### config.mk
export PLATFORM = sky130hd
export DESIGN_NAME = uart_rx_flat
export DESIGN_NICKNAME = d
export VERILOG_FILES = /design/src/rtl/uart_pkg.sv /design/src/rtl/uart_rx_if.sv /design/src/rtl/uart_rx_sync2.sv /design/src/rtl/uart_rx.sv /design/src/flat_wrapper.sv
export SDC_FILE = /design/constraint.sdc
export NUM_CORES = 1
export LEC_CHECK = 0
export CAP_MARGIN = 25
export CORE_ASPECT_RATIO = 0.5
export CORE_UTILIZATION = 45
export CTS_CLUSTER_DIAMETER = 120
export DETAILED_ROUTE_END_ITERATION = 7
export PLACE_DENSITY = 0.65
export SLEW_MARGIN = 20
export SYNTH_ARGS = -nofsm -noshare
export SYNTH_HDL_FRONTEND = slang
export SYNTH_HIERARCHICAL = 1
export SYNTH_SLANG_ARGS = --single-unit
export TNS_END_PERCENT = 5
### constraint.sdc
create_clock -name clock_125 -period 4.2 [get_ports clock_125]
set_input_delay 0.84 -clock clock_125 [delete_from_list [all_inputs] [get_ports clock_125]]
set_output_delay 0.84 -clock clock_125 [all_outputs]
set_load 0.05 [all_outputs]
### src/rtl/uart_pkg.sv
// Shared UART definitions: receiver state encoding, uart_cr field positions
// and the baud-rate table used by both uart_tx and uart_rx.
package uart_pkg;

  localparam int unsigned CR_RE      = 0;
  localparam int unsigned CR_TE      = 1;
  localparam int unsigned CR_PSEL    = 2;
  localparam int unsigned CR_PEN     = 3;
  localparam int unsigned CR_STOP2   = 5;
  localparam int unsigned CR_BAUD_LO = 8;
  localparam int unsigned CR_BAUD_HI = 11;

  localparam logic [31:0] BAUD_RESET = 32'd13020;

  typedef enum logic [2:0] {
    IDLE,
    START_BIT,
    RECV,
    PARITY,
    STOP_BIT1,
    STOP_BIT2,
    FINISH
  } uart_state_e;

  // Clocks per bit for each baud code; unused codes keep the previous value.
  function automatic logic [31:0] baud_max(input logic [3:0] code,
                                           input logic [31:0] prev);
    logic [31:0] res;
    case (code)
      4'd0:    res = 32'd13020;
      4'd1:    res = 32'd6510;
      4'd2:    res = 32'd3255;
      4'd3:    res = 32'd2170;
      4'd4:    res = 32'd1085;
      4'd5:    res = 32'd125;
      4'd6:    res = 32'd62;
      4'd7:    res = 32'd41;
      4'd8:    res = 32'd31;
      4'd9:    res = 32'd25;
      4'd10:   res = 32'd135;
      4'd11:   res = 32'd542;
      4'd12:   res = 32'd271;
      default: res = prev;
    endcase
    return res;
  endfunction

endpackage

### src/rtl/uart_rx_if.sv
// Receive-side bundle between the serial line / control register and the
// register/FIFO layer. The receiver is the master: it drives the results.
interface uart_rx_if;
  logic        rx;
  logic [11:0] uart_cr;
  logic [7:0]  po_data;
  logic        po_flag;
  logic        parity_err;
  logic        frame_err;
  logic        rx_busy;

  modport master (
    input  rx,
    input  uart_cr,
    output po_data,
    output po_flag,
    output parity_err,
    output frame_err,
    output rx_busy
  );

  modport slave (
    output rx,
    output uart_cr,
    input  po_data,
    input  po_flag,
    input  parity_err,
    input  frame_err,
    input  rx_busy
  );
endinterface

### src/rtl/uart_rx_sync2.sv
// Generic two-flop synchroniser for asynchronous inputs; resets to all ones
// so an idle-high line does not produce a spurious edge after reset.
module uart_sync2 #(
  parameter int unsigned WIDTH = 1
) (
  input  logic             clk,
  input  logic             rst_n,
  input  logic [WIDTH-1:0] d,
  output logic [WIDTH-1:0] q
);

  logic [WIDTH-1:0] meta_q;
  logic [WIDTH-1:0] sync_q;

  // Two back-to-back capture stages.
  always_ff @(posedge clk or negedge rst_n) begin
    if (!rst_n) begin
      meta_q <= '1;
      sync_q <= '1;
    end else begin
      meta_q <= d;
      sync_q <= meta_q;
    end
  end

  assign q = sync_q;

endmodule

### src/rtl/uart_rx.sv
// UART receiver on the 125 MHz domain: synchronises rx, frames start, eight
// data bits (LSB first), optional parity and one or two stop bits, and hands
// each byte to the register layer with a one-cycle po_flag and error flags.
module uart_rx
  import uart_pkg::*;
(
  input  logic     clock_125,
  input  logic     rst_n_125,
  uart_rx_if.master bus
);

  logic        rx_s;
  logic        rx_d_q,         rx_d_d;
  uart_state_e state_q,        state_d;
  logic [31:0] cnt_baud_q,     cnt_baud_d;
  logic [31:0] baud_cnt_max_q, baud_cnt_max_d;
  logic        pen_q,          pen_d;
  logic        psel_q,         psel_d;
  logic        stop2_q,        stop2_d;
  logic [2:0]  bit_cnt_q,      bit_cnt_d;
  logic [7:0]  shift_q,        shift_d;
  logic        par_bit_q,      par_bit_d;
  logic        ferr_acc_q,     ferr_acc_d;
  logic [7:0]  po_data_q,      po_data_d;
  logic        po_flag_q,      po_flag_d;
  logic        parity_err_q,   parity_err_d;
  logic        frame_err_q,    frame_err_d;
  logic        rx_busy_q,      rx_busy_d;

  logic        fall;
  logic        sample_pt;
  logic        bit_end;
  logic        unused_cr;

  uart_sync2 #(.WIDTH(1)) u_sync (
    .clk   (clock_125),
    .rst_n (rst_n_125),
    .d     (bus.rx),
    .q     (rx_s)
  );

  // Transmit-enable and reserved control bits belong to uart_tx.
  assign unused_cr = ^{bus.uart_cr[CR_TE], bus.uart_cr[4], bus.uart_cr[7:6]};

  // Next-state, baud timing, sampling and output registration.
  always_comb begin
    fall      = rx_d_q & ~rx_s;
    sample_pt = (cnt_baud_q == (baud_cnt_max_q >> 1));
    bit_end   = (cnt_baud_q == (baud_cnt_max_q - 32'd1));

    rx_d_d         = rx_s;
    state_d        = state_q;
    baud_cnt_max_d = baud_cnt_max_q;
    pen_d          = pen_q;
    psel_d         = psel_q;
    stop2_d        = stop2_q;
    bit_cnt_d      = bit_cnt_q;
    shift_d        = shift_q;
    par_bit_d      = par_bit_q;
    ferr_acc_d     = ferr_acc_q;
    po_data_d      = po_data_q;
    po_flag_d      = 1'b0;
    parity_err_d   = parity_err_q;
    frame_err_d    = frame_err_q;

    if (state_q == IDLE) begin
      cnt_baud_d = '0;
    end else if (bit_end) begin
      cnt_baud_d = '0;
    end else begin
      cnt_baud_d = cnt_baud_q + 32'd1;
    end

    case (state_q)
      IDLE: begin
        // Frame configuration tracks uart_cr only while idle.
        baud_cnt_max_d = baud_max(bus.uart_cr[CR_BAUD_HI:CR_BAUD_LO], baud_cnt_max_q);
        pen_d          = bus.uart_cr[CR_PEN];
        psel_d         = bus.uart_cr[CR_PSEL];
        stop2_d        = bus.uart_cr[CR_STOP2];
        bit_cnt_d      = '0;
        ferr_acc_d     = 1'b0;
        if (fall && bus.uart_cr[CR_RE]) begin
          state_d = START_BIT;
        end
      end
      START_BIT: begin
        if (sample_pt && rx_s) begin
          state_d = IDLE;
        end else if (bit_end) begin
          state_d = RECV;
        end
      end
      RECV: begin
        if (sample_pt) begin
          shift_d[bit_cnt_q] = rx_s;
        end
        if (bit_end) begin
          bit_cnt_d = bit_cnt_q + 3'd1;
          if (bit_cnt_q == 3'd7) begin
            state_d = pen_q ? PARITY : STOP_BIT1;
          end
        end
      end
      PARITY: begin
        if (sample_pt) begin
          par_bit_d = rx_s;
        end
        if (bit_end) begin
          state_d = STOP_BIT1;
        end
      end
      STOP_BIT1: begin
        // Single-stop frames leave at mid-bit so a start edge right after
        // the stop bit is still caught in IDLE.
        if (sample_pt) begin
          if (!rx_s) begin
            ferr_acc_d = 1'b1;
          end
          if (!stop2_q) begin
            state_d = FINISH;
          end
        end else if (bit_end && stop2_q) begin
          state_d = STOP_BIT2;
        end
      end
      STOP_BIT2: begin
        if (sample_pt) begin
          if (!rx_s) begin
            ferr_acc_d = 1'b1;
          end
          state_d = FINISH;
        end
      end
      FINISH: begin
        state_d      = IDLE;
        po_flag_d    = 1'b1;
        po_data_d    = shift_q;
        // Expected parity bit is XOR of the data, inverted for odd parity.
        parity_err_d = pen_q & (par_bit_q != (^shift_q ^ psel_q));
        frame_err_d  = ferr_acc_q;
      end
      default: begin
        state_d = IDLE;
      end
    endcase

    rx_busy_d = (state_d != IDLE);
  end

  // All receiver state, asynchronously reset.
  always_ff @(posedge clock_125 or negedge rst_n_125) begin
    if (!rst_n_125) begin
      rx_d_q         <= 1'b1;
      state_q        <= IDLE;
      cnt_baud_q     <= '0;
      baud_cnt_max_q <= BAUD_RESET;
      pen_q          <= 1'b0;
      psel_q         <= 1'b0;
      stop2_q        <= 1'b0;
      bit_cnt_q      <= '0;
      shift_q        <= '0;
      par_bit_q      <= 1'b0;
      ferr_acc_q     <= 1'b0;
      po_data_q      <= '0;
      po_flag_q      <= 1'b0;
      parity_err_q   <= 1'b0;
      frame_err_q    <= 1'b0;
      rx_busy_q      <= 1'b0;
    end else begin
      rx_d_q         <= rx_d_d;
      state_q        <= state_d;
      cnt_baud_q     <= cnt_baud_d;
      baud_cnt_max_q <= baud_cnt_max_d;
      pen_q          <= pen_d;
      psel_q         <= psel_d;
      stop2_q        <= stop2_d;
      bit_cnt_q      <= bit_cnt_d;
      shift_q        <= shift_d;
      par_bit_q      <= par_bit_d;
      ferr_acc_q     <= ferr_acc_d;
      po_data_q      <= po_data_d;
      po_flag_q      <= po_flag_d;
      parity_err_q   <= parity_err_d;
      frame_err_q    <= frame_err_d;
      rx_busy_q      <= rx_busy_d;
    end
  end

  assign bus.po_data    = po_data_q;
  assign bus.po_flag    = po_flag_q;
  assign bus.parity_err = parity_err_q;
  assign bus.frame_err  = frame_err_q;
  assign bus.rx_busy    = rx_busy_q;

endmodule

### src/flat_wrapper.sv
// flat-port wrapper written by rule: the top's interface ports become plain ports
module uart_rx_flat import uart_pkg::*;
  (clock_125, rst_n_125, bus_rx, bus_uart_cr, bus_po_data, bus_po_flag, bus_parity_err, bus_frame_err, bus_rx_busy);
  uart_rx_if bus_i ();
  input  logic clock_125;
  input  logic rst_n_125;
  input wire logic [$bits(bus_i.rx)-1:0] bus_rx;
  input wire logic [$bits(bus_i.uart_cr)-1:0] bus_uart_cr;
  output wire logic [$bits(bus_i.po_data)-1:0] bus_po_data;
  output wire logic [$bits(bus_i.po_flag)-1:0] bus_po_flag;
  output wire logic [$bits(bus_i.parity_err)-1:0] bus_parity_err;
  output wire logic [$bits(bus_i.frame_err)-1:0] bus_frame_err;
  output wire logic [$bits(bus_i.rx_busy)-1:0] bus_rx_busy;
  assign bus_i.rx = bus_rx;
  assign bus_i.uart_cr = bus_uart_cr;
  assign bus_po_data = bus_i.po_data;
  assign bus_po_flag = bus_i.po_flag;
  assign bus_parity_err = bus_i.parity_err;
  assign bus_frame_err = bus_i.frame_err;
  assign bus_rx_busy = bus_i.rx_busy;
  uart_rx u_core (.clock_125(clock_125), .rst_n_125(rst_n_125), .bus(bus_i));
endmodule
==> results by stage, run 1 <==
Status:
- The run finished with clean final reports.

Timing:
- The max-slew violation count is 0.
- Setup repair after global routing left no endpoint under its margin.
- Setup violations remaining at the end of the flow were counted as 0.
- The post-route minimum period is 3800 ps.
- The total negative slack is 0 ps.
- The final critical-path share of the clock period is 0.904.
- For this run, the top clock speed supported by timing is 263 MHz.
- The slew of the pin with the lowest slew margin is 752 ps.
- The worst setup skew after layout is 3.39 ps.
- The worst pin sits at a relative slew slack of 0.499.
- The count of final hold-check violations is 0.

Global route:
- The number of antenna violations at the first check in global routing came to 0.
- The number of global-route vias before repair is 3492.
- The aggregate global routing overflow is 0.
- Across every metal layer, demand over resource in global routing totals 0.206.
- Entering global routing, the biggest net connects 81 pins.
- The global-route wire length before repair is between 15000 and 20000 um.

Place:
- After detailed placement, the design holds a cell count of 652.
- The estimated wirelength of the detail-placed design is 6900 um.
- The count of buffers added on input and output ports is 22.
- The final weighted congestion in routability-driven placement is approximately 0.85.

Cells and area:
- Leaving out fill and tap cells, the most frequent cells in the layout are nand2_1, dfrtp_1, nor2_1.
- The count of inserted antenna diode cells is 0.
- The net total in the final layout is 548.
- Fill cells in the final layout number slightly above 900.
- In the final layout, flip-flops and latches occupy 2020 um2.
- The area growth from synthesis to final layout is 13.1%.
- In the final layout, the share of cells above drive strength 1 is 0.0994.
- The multi-input combinational cells in the finished layout cover a total of 2480 um2.
- Leaving out filler cells and counting taps, the final layout contains approximately 670.

Synth:
- The portion of the post-synthesis area used by sequential elements is 0.429.
- The post-synthesis sequential element count is 80.
- The count of warnings emitted by yosys is 6.
- For this run, the leading register cell type out of synthesis is dfrtp_1.
- After synthesis, the largest family of logic cells by area is simple AND/OR/NAND/NOR gates.
- Of the total synthesized cell area, the portion taken by XOR and XNOR cells is 0.130.
- The async set-or-reset flop fraction in the synthesized netlist is 1.00.
- The area fraction in and, or, nand and nor cells after synthesis is 0.243.
- The share of cell area taken by muxes after synthesis is 0.0391.
- In this run the mean area of a mapped cell was 8.95 um2.
- After synthesis the cells add up to 4700 um2.
- The compound-cell area share of the yosys netlist is 0.102.
- The number of nets in the synthesized netlist is about 550.
- Of the post-synthesis cell area, the dominant cell type holds 0.367.
- The library cell with the largest summed area after synthesis is dfrtp_1.
- The number of distinct standard cells referenced by the synthesized netlist is 60.
- Counting every instance in the synthesized netlist gives 525.
- In the post-synthesis netlist, the biggest area contributors are dfrtp_1, xor2_1, dfstp_2, nand2_1, xnor2_1.
- The adder and majority cell fraction of the synthesized area is 0.0133.
- In this run, synthesis inferred 0 flip-flops with an integrated enable.

Setup path:
- STA puts the critical path data required time at 4470 ps.
- Traced cell by cell, the critical path runs through or4_1, or3_1, nor2_1, ha_1, xnor2_1, nor4_1, o2111ai_1, or4_1, nor4b_2, buf_4, mux2i_1.
- The worst setup path is captured at a flip-flop.
- The family of cells with the greatest summed delay on the critical path is simple AND/OR/NAND/NOR gates.
- Tracing the worst setup path back leads to its startpoint at u_core/baud_cnt_max_q[0]$_DFFE_PN0P_.
- Along the worst path, the maximum fanout reaches 7.
- The arrival time of the worst setup path is 4060 ps.
- The delay of the slowest cell on the worst path is 620 ps.
- Among the stages of the critical path, the cell type that occurs most often is or4_1.
- In this run the critical register-to-register path is launched from u_core/baud_cnt_max_q[0]$_DFFE_PN0P_.
- The kind of critical path is reg2reg.
- The worst-path cell with the longest stage delay is or4_1.
- The nature of the critical path startpoint is a flip-flop.
- The number of buffers and inverters on the critical path is 1.

Clock network:
- Clock-pin slew was measured on the worst setup and hold paths at about 60 ps.
- The quantity of gates resized following cts is 0.
- TritonCTS built the clock tree.
- The longest clock path from root to sink contains 2 buffers.
- The master cell of the clock root buffer is clkbuf_16.
- The clock net in this run drives a total of 80 sinks.
- The depth of the CTS H-tree is 3.
- The total CTS buffers is 9.
- The cts-stage hold buffer count is 0.
- The buffer count from post-CTS setup fixing is 0.
- The clock latency of the later-clocked register in the worst-skew pair is 340 ps.

Min path:
- The hold path startpoint is u_core/u_sync/meta_q$_DFF_PN1_.
- The type of the most critical hold path is reg2reg.

Detailed routing:
- The post-detailed-route count of antenna-violating nets is 0.
- The starting DRC count in detailed routing is between 200 and 250.
- The routed layout has 3679 vias.
- After detailed routing, the number of vias per cell comes to 5.51.
- The number of optimization iterations in the first detailed-route pass is 4.
- The routed length per instance is 15.1 um.
- After detailed routing, the number of remaining DRC violations is 0.
- The final layout contains routed wiring with a total length of 10100 um.

Die:
- The area of the core is 9790 um2.
- The number of standard-cell rows in the floorplan is 25.
- The chip height is roughly 74 um.
- The total I/O pin count is 27.
- The die footprint is 10900 um2.
- The starting utilization of the core area is 0.480.
- The x dimension of the die is 147 um.

Power and ir drop:
- The total design power is 2.64 mW.
- The share of total power dissipated in combinational logic is 0.274.
- Summed over all nets, the switching power comes to roughly 0.9 mW.
- The power per cell area is between 400 and 500 nW/um2.
- The share of total power dissipated in the clock network is 0.312.
- The fraction of power consumed by sequential logic is 0.414.
- The leakage power summed over all cells is 2.34 nW.
- Of the total power, the share spent switching nets is 0.341.
- Cell internal power was estimated by the tool at 1.74 mW.
- Across the VDD grid, the largest voltage drop is 0.187 mV.

Job:
- The reported max-cap violation count is 0.
-- worst paths after layout --
check | cells after the start | slack (ps) | to
worst max-delay path | 11 | 400 | u_core/state_q[0]$_DFF_PN0_
worst min register to register | 0 | 360 | u_core/u_sync/q$_DFF_PN1_
worst max register to register | 11 | 400 | u_core/state_q[0]$_DFF_PN0_
worst min-delay path | 0 | 360 | u_core/u_sync/q$_DFF_PN1_
max in group asynchronous | 1 | 3140 | u_core/bit_cnt_q[2]$_DFFE_PN0P_
min in group asynchronous | 1 | 520 | u_core/cnt_baud_q[3]$_DFF_PN0_
-- worst reg2reg max path: cells and delay by family (launching register included) --
| family | cells | cell delay, ps |
|---|---|---|
| AO/OA/AOI/OAI | 1 | 170 |
| adder cells (fa/ha/maj) | 1 | 240 |
| buffers and inverters | 1 | 180 |
| AND/OR/NAND/NOR | 6 | 2380 |
| XOR/XNOR | 1 | 140 |
| multiplexers | 1 | 170 |
| flip-flops | 1 | 450 |
-- sequential cells by signal (all words and copies together) (netlist names) --
name and flops:
u_core/bus.rx_busy 1, u_core/bit_cnt_q 3, u_core/shift_q 8, u_core/cnt_baud_q 32, u_core/ferr_acc_q 1, u_core/stop2_q 1, u_core/baud_cnt_max_q 14, u_core/bus.parity_err 1
u_core/bus.frame_err 1, u_core/state_q 3, u_core/par_bit_q 1, u_core/pen_q 1, u_core/u_sync/q 1, u_core/bus.po_data 8, u_core/rx_d_q 1, u_core/u_sync/meta_q 1
u_core/bus.po_flag 1, u_core/psel_q 1
-- cell type report --
cell class	instances	share of cell area
Timing Repair Buffer	28	0.0525
Inverter	15	0.0106
Sequential cell	80	0.379
Multi-Input combinational cell	394	0.466
Clock inverter	5	0.0120
Tap cell	135	0.0318
Clock buffer	11	0.0476
-- cells in the mapped netlist, drive strengths merged, types with 5 or more instances --
master	count
a21oi	21
and3	10
buf	6
clkbuf	30
dfrtp	69
dfstp	11
ha	5
inv	14
mux2	11
mux2i	6
nand2	69
nand3	17
nand3b	6
nand4	10
nor2	56
nor3	17
nor4	11
o21ai	19
o22ai	6
or4	8
xnor2	29
xor2	41
-- power by group through the flow --
stage	clock network [mW]	logic (mW)	registers, mW
after floorplan	0	0.658	0.981
after global placement	0	0.711	1.10
after detailed placement	0	0.720	1.10
after CTS	0.845	0.724	1.09
after global routing	0.872	0.813	1.11
final	0.823	0.724	1.09
-- routing by layer --
metal / GRT usage / part of all wire
met5: 0 / 0
met1: 0.285 / 0.51
met3: 0.0503 / 0.045
met4: 0.0683 / 0.0091
met2: 0.323 / 0.44
-- cell families after synthesis --
kind of cell	after synthesis
AOI/OAI and AO/OA	73
muxes	17
adders and majority gates	5
xor gates and xnor gates	70
buffers and inverters	51
and+or+nand+nor	229
DFF	80
-- stage by stage --
stage                     cell area [um2]  setup WS (ps)  utilization  hold slack, ps
after detailed placement             4990            404        0.510             347
after global placement               4990            416        0.510             346
final                                5320            404        0.543             355
after floorplan                      4700            657            -             345
after global routing                 5320            207        0.543             359
after CTS                            5310            385        0.542             356
Note: power is estimated with default switching activity, not from simulation.
==> run 2: changes to the inputs <==
- GPL_ROUTABILITY_DRIVEN: default -> 0
==> results of run 2 <==
Same layout as run 1: the final DEF is identical, and so are final timing and power.
==> run 3: changes to the inputs <==
- ABC_CLOCK_PERIOD_IN_PS: default -> 4200
- CORE_UTILIZATION: 45 -> 40
- PLACE_DENSITY: 0.65 -> 0.59
==> run 3 against run 2 <==
Compared with the run above: power rose by 2.2%; flip-flop and latch count unchanged; global-route usage decreased by 1.8 points; critical endpoint is now u_core/state_q[1]$_DFF_PN0_; non-clock buffer count grew 3; worst hold slack improved by 15 ps; clock-buffer cell count did not move; combinational power grew 2%; critical path depth is 1 higher; critical path type unchanged; maximum frequency is 1.7% lower; clock skew rose by 5.1 ps; core utilization decreased by 6.2 points.
==> results by stage, run 3 (synthesized netlist as in run 1, its figures left out) <==
Detailed routing:
- The detailed router finished its first iteration with 281 violations.
- The routed length on met2 is about 4800 um.
- The met3 routed wirelength is 358 um.
- Before antenna repair, the detailed router went through 4 iterations.
- The count of nets left with antenna violations once routing finished came out at 0.
- After detailed routing, the number of vias per cell comes to 5.28.
- The detailed router used layers up to and including met4.
- The sum of routed wire length over all layers is between 10000 and 15000 um.
- The post-route DRC violation count is 0.
- Summing over every cut layer, the via total after detailed routing is 3670.
- After detailed routing, the average wire length per cell comes to 15.3 um.
- The detailed-routing wirelength on met1 is between 5000 and 6000 um.

Clock network:
- TritonCTS built the clock tree.
- Counting every sink on the clock net gives 80.
- The H-tree was split into 3 levels.
- After clock tree synthesis, the setup repair step added 0 buffers.
- The master cell of the clock root buffer is clkbuf_16.
- The clock latency of the later-clocked register in the worst-skew pair is 340 ps.
- After clock tree synthesis, the clock-pin slew on the worst setup and hold paths is 60 ps.
- Clock tree synthesis inserted a total of 9 buffers.
- Post-CTS repair changed the size of 0 cells.
- In this run, post-CTS hold repair placed 0 buffers.
- The number of buffers on the longest clock path is 2.

Setup path:
- The kind of capture point of the worst setup path is a flip-flop.
- At the worst endpoint, the required time is 4460 ps.
- The critical path is of the reg2reg type.
- On the worst path, the slowest cell contributes a delay of ~600 ps.
- The worst-path cell with the longest stage delay is or4_1.
- The arrival time of the worst setup path is 4120 ps.
- The nature of the critical path startpoint is a flip-flop.
- The combined buffer and inverter count along the critical path is 1.
- Of all nets on the critical path, the largest fanout is 6.
- The family of cells with the greatest summed delay on the critical path is simple AND/OR/NAND/NOR gates.
- The critical path goes through or4_1, or3_1, nor2_1, ha_1, xnor2_1, nor4_1, o2111ai_1, or4_1, nor4b_2, buf_4, nor3_1, a21oi_1.
- By instance count, the cell type seen most on the critical path is or4_1.

Timing:
- The number of endpoints failing setup at the final stage is 0.
- The slew of the pin with the lowest slew margin is around 720 ps.
- Dividing the final minimum period by the clock period gives 0.920.
- The total negative slack is 0 ps.
- The worst pin sits at a relative slew slack of 0.520.
- Setup repair after global routing left no endpoint under its margin.
- The count of final hold-check violations is 0.
- The worst path in the final design needs a cycle of 3860 ps, including I/O delays and setup.
- The worst hold margin is 370 ps.
- The max-slew violation count is 0.
- The worst setup skew after layout is between 8 and 9 ps.
- The peak clock frequency supported by timing is approximately 260 MHz.

Power and ir drop:
- The analysis attributes to cell leakage a power of 2.37 nW.
- The peak supply drop is 0.206 mV.
- The power per cell area is 500 nW/um2.
- The total design power is roughly 2.7 mW.

Cells and area:
- The multi-input combinational cells in the finished layout cover a total of 2480 um2.
- The largest registers in the layout are u_core/cnt_baud_q (32), u_core/baud_cnt_max_q (14).
- Counting the fill cells in the layout gives ~1.1k.
- Leaving out fill and tap cells, the most frequent cells in the layout are nand2_1, dfrtp_1, nor2_1.
- Counting flops per register, the top entry is u_core/cnt_baud_q.
- The register with the most flip-flops in the layout has 32 of them.
- The fraction of final layout cells with drive strength greater than 1 is 0.103.
- The share of the core filled with cells in the final layout is 0.481.
- Relative to the synthesized area, the layout overhead comes to 14.8%.
- The net total in the final layout is 551.
- The number of antenna diodes in the final layout is 0.
- The area occupied by registers is 2020 um2.

Place:
- The estimated wirelength of the detail-placed design is 7340 um.
- Port buffering added 22 buffers.

Die:
- The number of standard-cell rows in the floorplan is 27.
- Measured along the y axis, the die boundary spans 78.6 um.
- From left edge to right edge, the die measures 155 um.
- In this run the count of I/O pins placed on the die edge is 27.
- The die footprint is roughly 12000 um2.
- The region available for standard cell placement spans around 11000 um2.
- The initial utilization of the core area, before any placement, comes to 0.419.

Global route:
- The number of global-route vias before repair is 3480.
- The maximum number of pins on one net before global-route repair is 75.
- The number of antenna violations at the first check in global routing came to 0.
- The combined global-route utilization of all metal layers is 0.188.
- The first global-routing pass estimated approximately 18000 um of wire.
- The aggregate global routing overflow is 0.

Status:
- The flow ran to the end, and the final reports show no timing, DRC or antenna violations.

Job:
- The reported max-cap violation count is 0.

Min path:
- The worst hold path belongs to the class reg2reg.
run 3: changes by cell type in the layout (fill, tap and decap cells not counted), sizes merged:
cell / previous run / this run
clkinvlp: 1 / 0
buf: 7 / 10
bufinv: 1 / 2
inv: 15 / 16
clkinv: 3 / 2
run 3: power breakdown:
group | internal (mW) | total (mW) | switching, mW
combinational | 0.353 | 0.741 | 0.388
sequential | 0.897 | 1.09 | 0.191
clock | 0.543 | 0.869 | 0.326
run 3: stage by stage:
stage          instances  instance area [um2]  setup WS, ps
2_1_floorplan        525                 4700           657
3_3_place_gp         678                 5040           489
3_5_place_dp         678                 5040           427
4_1_cts              694                 5370           391
5_1_grt              695                 5400          66.8
6_report             695                 5400           337
run 3: layout make-up:
cell class | count | area share
Multi-Input combinational cell | 394 | 0.459
Sequential cell | 80 | 0.374
Timing Repair Buffer | 31 | 0.0589
Clock buffer | 11 | 0.0450
Tap cell | 159 | 0.0369
Clock inverter | 5 | 0.0160
Inverter | 15 | 0.0104
run 3: path summary, 6_finish.rpt:
check	startpoint	slack (ps)	to	cells past startpoint
max	u_core/baud_cnt_max_q[1]$_DFFE_PN0P_	340	u_core/state_q[1]$_DFF_PN0_	12
min	u_core/u_sync/meta_q$_DFF_PN1_	370	u_core/u_sync/q$_DFF_PN1_	0
max reg2reg	u_core/baud_cnt_max_q[1]$_DFFE_PN0P_	340	u_core/state_q[1]$_DFF_PN0_	12
min reg2reg	u_core/u_sync/meta_q$_DFF_PN1_	370	u_core/u_sync/q$_DFF_PN1_	0
max in group asynchronous	rst_n_125	2970	u_core/u_sync/q$_DFF_PN1_	3
min in group asynchronous	rst_n_125	390	u_core/cnt_baud_q[31]$_DFF_PN0_	1
run 3: routing by layer:
layer  global-route usage  up-vias
met4               0.0539        0
met5                    0        -
met2                0.297       51
met1                0.260     1776
li1                     -     1833
met3               0.0398       10
